[config.mk]
export PLATFORM = sky130hd
export DESIGN_NAME = piso_shift_tx
export DESIGN_NICKNAME = d
export VERILOG_FILES = /design/src/rtl/piso_shift_tx.sv
export SDC_FILE = /design/constraint.sdc
export NUM_CORES = 1
export LEC_CHECK = 0
export BUFFER_PORTS_ARGS = -buffer_cell sky130_fd_sc_hd__buf_2
export CORE_MARGIN = 2
export CORE_UTILIZATION = 29
export CTS_CLUSTER_DIAMETER = 40
export DETAILED_ROUTE_END_ITERATION = 6
export PLACE_DENSITY = 0.45
export SLEW_MARGIN = 20
export SYNTH_ARGS = -nofsm -noshare
export SYNTH_HDL_FRONTEND = slang
export SYNTH_SLANG_ARGS = --single-unit
[constraint.sdc]
create_clock -name Clk_In -period 1.45 [get_ports Clk_In]
set_input_delay 0.0725 -clock Clk_In [delete_from_list [all_inputs] [get_ports Clk_In]]
set_output_delay 0.0725 -clock Clk_In [all_outputs]
set_load 0.01 [all_outputs]
[src/rtl/piso_shift_tx.sv]
// Parallel-in serial-out frame transmitter with a ready/valid load port and a bit-rate strobe.
// Back-to-back frames are gapless when a new word is accepted on the last bit's shift edge.
module piso_shift_tx #(
   parameter int DATA_WIDTH = 8,
   parameter bit MSB_FIRST  = 1'b1
) (
   input  logic                  Clk_In,
   input  logic                  Reset_In,
   input  logic                  Shift_En_In,
   input  logic [DATA_WIDTH-1:0] Data_In,
   input  logic                  Load_Valid_In,
   output logic                  Load_Ready_Out,
   output logic                  Serial_Out,
   output logic                  Frame_Out,
   output logic                  Done_Out
);

   localparam int CNT_W = (DATA_WIDTH > 2) ? $clog2(DATA_WIDTH) : 1;
   localparam logic [CNT_W-1:0] CNT_LAST = CNT_W'(DATA_WIDTH - 1);
   localparam int OUT_IDX = MSB_FIRST ? (DATA_WIDTH - 1) : 0;

   typedef enum logic {
      ST_IDLE  = 1'b0,
      ST_SHIFT = 1'b1
   } state_t;

   state_t                state_reg;
   logic [DATA_WIDTH-1:0] shift_reg;
   logic [DATA_WIDTH-1:0] shift_next;
   logic [CNT_W-1:0]      cnt_reg;
   logic                  done_reg;
   logic                  in_shift;
   logic                  last_bit;
   logic                  load;

   // Shift one place toward the output end, filling the vacated end with zero.
   genvar gi;
   generate
      for (gi = 0; gi < DATA_WIDTH; gi++) begin : g_shift
         if (MSB_FIRST) begin : g_msb
            if (gi == 0) begin : g_fill
               assign shift_next[gi] = 1'b0;
            end else begin : g_move
               assign shift_next[gi] = shift_reg[gi-1];
            end
         end else begin : g_lsb
            if (gi == DATA_WIDTH - 1) begin : g_fill
               assign shift_next[gi] = 1'b0;
            end else begin : g_move
               assign shift_next[gi] = shift_reg[gi+1];
            end
         end
      end
   endgenerate

   assign in_shift       = (state_reg == ST_SHIFT);
   assign last_bit       = in_shift && (cnt_reg == '0) && Shift_En_In;
   assign Load_Ready_Out = Reset_In && (!in_shift || last_bit);
   assign load           = Load_Valid_In && Load_Ready_Out;

   assign Serial_Out = in_shift && shift_reg[OUT_IDX];
   assign Frame_Out  = in_shift;
   assign Done_Out   = done_reg;

   always_ff @(posedge Clk_In) begin
      if (!Reset_In) begin
         state_reg <= ST_IDLE;
         shift_reg <= '0;
         cnt_reg   <= '0;
         done_reg  <= 1'b0;
      end else begin
         done_reg <= last_bit;
         if (load) begin
            // A load on the last-bit edge keeps SHIFT, chaining frames without a gap.
            state_reg <= ST_SHIFT;
            shift_reg <= Data_In;
            cnt_reg   <= CNT_LAST;
         end else if (in_shift && Shift_En_In) begin
            if (cnt_reg != '0) begin
               shift_reg <= shift_next;
               cnt_reg   <= cnt_reg - 1'b1;
            end else begin
               state_reg <= ST_IDLE;
               shift_reg <= '0;
            end
         end
      end
   end

endmodule

==> results.cfg <==
[synthesis]
synthArstFlopShare_pct = 0
yosysWarnings = 0
yosysTopAreaCell = dfxtp_1
synth_seq_area_share_pct = 43.3
synth.area.mux_share_pct = 0
synth_xor_area_share_pct = 0
syn-instance-count = 58
ys.flop_type = dfxtp_1
synth_compound_gate_area_share_pct = 23.8
syn_nets = 72
synthAdderAreaFrac_pct = 4.17
netlist_area_um2 = 601
synth-edff-count = 0
synth_top_family_by_area = compound AO/OA/AOI/OAI gates
synthTopCellsByArea = dfxtp_1 (43%), a221o_1 (12%), and3_1 (7.3%), ha_1 (4.2%), buf_6 (3.8%)
synth.distinct_cells = 28
ys_ff_latch = 13
syn_avg_cell_area_um2 = 10.4
synth_top_cell_area_share_pct = 43.3
synth-simple-area-share_pct = 21.3

[floorplan]
fp-row-count = 16
fp.dieArea_mm2 = 0.00245
initial_core_util_pct = 30.6
die_w_um = 49.5
core_mm2 = 0.00196
ios = 16
die_height_um = 49.5

[grt]
antenna_found_initial = 0
grt_pass1_wl_um = 2390
overflow = 0
grt_max_degree = 12
grt_pass1_vias = 527
grt.total_usage_pct = 13.2

[route]
post-route-drc-count = 0
post_drt_wl_per_cell_um = 12.4
viasPerCell = 4.94
top_layer = met4
wl_met2_um = 639
wirelength_um = 1370
vias = 543
antenna_left = 0
met1Wirelength_um = 634
first_pass_iters = 4
drtIter0Drc = 10
met3_length_um = 78

[critical_path]
endpoint_kind = flop
cpPeakStageDelay_ns = 0.36
timing.critical_path.from = cnt_reg[0]
crit_fanout = 11
path_delay_family = simple AND/OR/NAND/NOR gates
reg2reg_from = cnt_reg[0]
reg2reg_setup_slack_ns = 0.07
worstPathArrival_ns = 1.54
regToRegEndpoint = cnt_reg[0]
reg2reg_depth = 6
cp_cell_sequence = inv_2 > ha_4 > nand3b_1 > a211oi_2 > buf_6 > or3_1
worst-endpoint-required_ns = 1.61
cp_num_buf_inv = 2
crit_path_top_delay_cell = or3_1
crit_type = reg2reg
critPathLaunchType = flop

[final_layout]
nFillCells = 230
stdcell_count = 110
syn_to_final_growth_pct = 32.9
diodes = 0
final_util_pct = 40.7
drive_gt1_share_pct = 45.8
multi_input_comb_area_um2 = 312
layout.nets = 98
regArea_um2 = 263
largest_register_ffs = 8

[pwr]
powerDensity_mw_per_mm2 = 1050
power.internal_uw = 608
p_seq_share_pct = 49.2
switching_power_uw = 229
clockPowerShare_pct = 26.4
p_leak_uw = 0.000377
netSwitchingFraction_pct = 27.3
p_total_uw = 836
pwr-share-comb_pct = 24.4
irDropWorstVdd_v = 0.000514

[run]
maxCapViolations = 0

[clock_tree]
cts_tree = yes
cts_buffers = 3
clk_pin_slew_worst_paths_ns = 0.08
clkSinkCount = 13
htreeDepth = 1
clockBufferDepth = 2
clk_latency_ns = 0.27
cts_root_buffer = clkbuf_4

[timing]
grt_setup_unrepaired = yes
fin_crit_ns = 1.38
hold_ws_ns = 0.0183
finalSetupViolCount = 0
max_freq_ghz = 0.726
worst_slew_pin_slew_ns = 0.285
finalCritPeriodShare_pct = 95.0
max-slew-margin-rel_pct = 81.0
report.final.slew_viol_count = 0
final_hold_viol_count = 0
fin_tns_setup_ns = 0
finalClockSkew_ns = 0.00353

[placed_design]
dpl.hpwl_um = 965
dp_cells = 104
io_buffer_count = 15
place.gp.congestion = 0.702

[worst_hold_path]
hold_path_depth = 2
hold_path_end = shift_reg[3]
hp-start = Data_In[3]
hold_path.class = in2reg

[run_status]
status = complete, no violations
layout make-up:
class	count	area share [%]
sequential	13	32.9
tap	27	4.23
multi-input combinational	38	39.0
clock buffer	4	3.29
timing repair buffer	24	18.7
inverter	4	1.88
per-stage QoR:
step	worst slack, ns	instance area [um2]
CTS	0.0153	779
finish	0.0731	798
floorplan	0.138	601
global placement	0.0272	732
global route	-0.0171	798
detailed placement	-0.0149	732
per-layer routing:
layer / up-vias / global-route usage (%)
li1: 274 / -
met4: 0 / 2.78
met1: 255 / 15.4
met3: 2 / 6.36
met5: - / 0
met2: 12 / 21.8
worst max path at each step:
stage | slack, ns | cells past startpoint | to
3_3_place_gp | 0.03 | 6 | cnt_reg[0]
4_1_cts | 0.02 | 6 | cnt_reg[0]
6_report | 0.07 | 6 | cnt_reg[0]
3_5_place_dp | -0.01 | 6 | cnt_reg[0]
5_1_grt | -0.02 | 6 | Load_Ready_Out
2_1_floorplan | 0.14 | 6 | cnt_reg[2]
Yosys cell counts (2+ instances only):
cell type and number:
dfxtp_1 13, a221o_1 7, nor4_1 2, and3_1 7, buf_6 2, inv_1 4
ha_1 2
logic make-up (layout without fill, tap and decap cells):
| kind of cell | after synthesis | count (layout) |
|---|---|---|
| adders and majority gates | 2 | 2 |
| AOI/OAI and AO/OA | 15 | 15 |
| DFF | 13 | 13 |
| buffers and inverters | 7 | 32 |
| and+or+nand+nor | 21 | 21 |
layout by cell type (no fill, tap or decap), drive strengths merged:
cell type	count
a311oi	1
nor2	1
a211oi	1
nand4	1
clkbuf	4
o21ai	1
a22o	1
dlygate4sd3	1
dfxtp	13
ha	2
nand3b	1
a221o	7
nand2	1
nor3	1
inv	4
a31o	1
and3	8
a311o	1
or3	1
buf	23
nor4	2
nand3	1
o21a	1
and2	2
o211a	1
nand2b	1
nor2b	1
repair_timing:
item / 4_1_cts / 5_1_grt
resized for setup: 2 / 7
pin swaps: 1 / 2
endpoints found under the setup margin: 2 / 7
hold buffers: 1 / 0
buffers inserted: 1 / 0
endpoints found under the hold margin: 1 / 0
power groups by stage:
| stage | logic (uW) | registers (uW) | clock network [uW] |
|---|---|---|---|
| 2_1_floorplan | 112 | 410 | 0 |
| 6_report | 204 | 412 | 221 |
| 5_1_grt | 230 | 418 | 257 |
| 3_3_place_gp | 176 | 417 | 0 |
| 3_5_place_dp | 175 | 417 | 0 |
| 4_1_cts | 189 | 408 | 234 |
No activity file was read; power rests on OpenSTA's default activity.
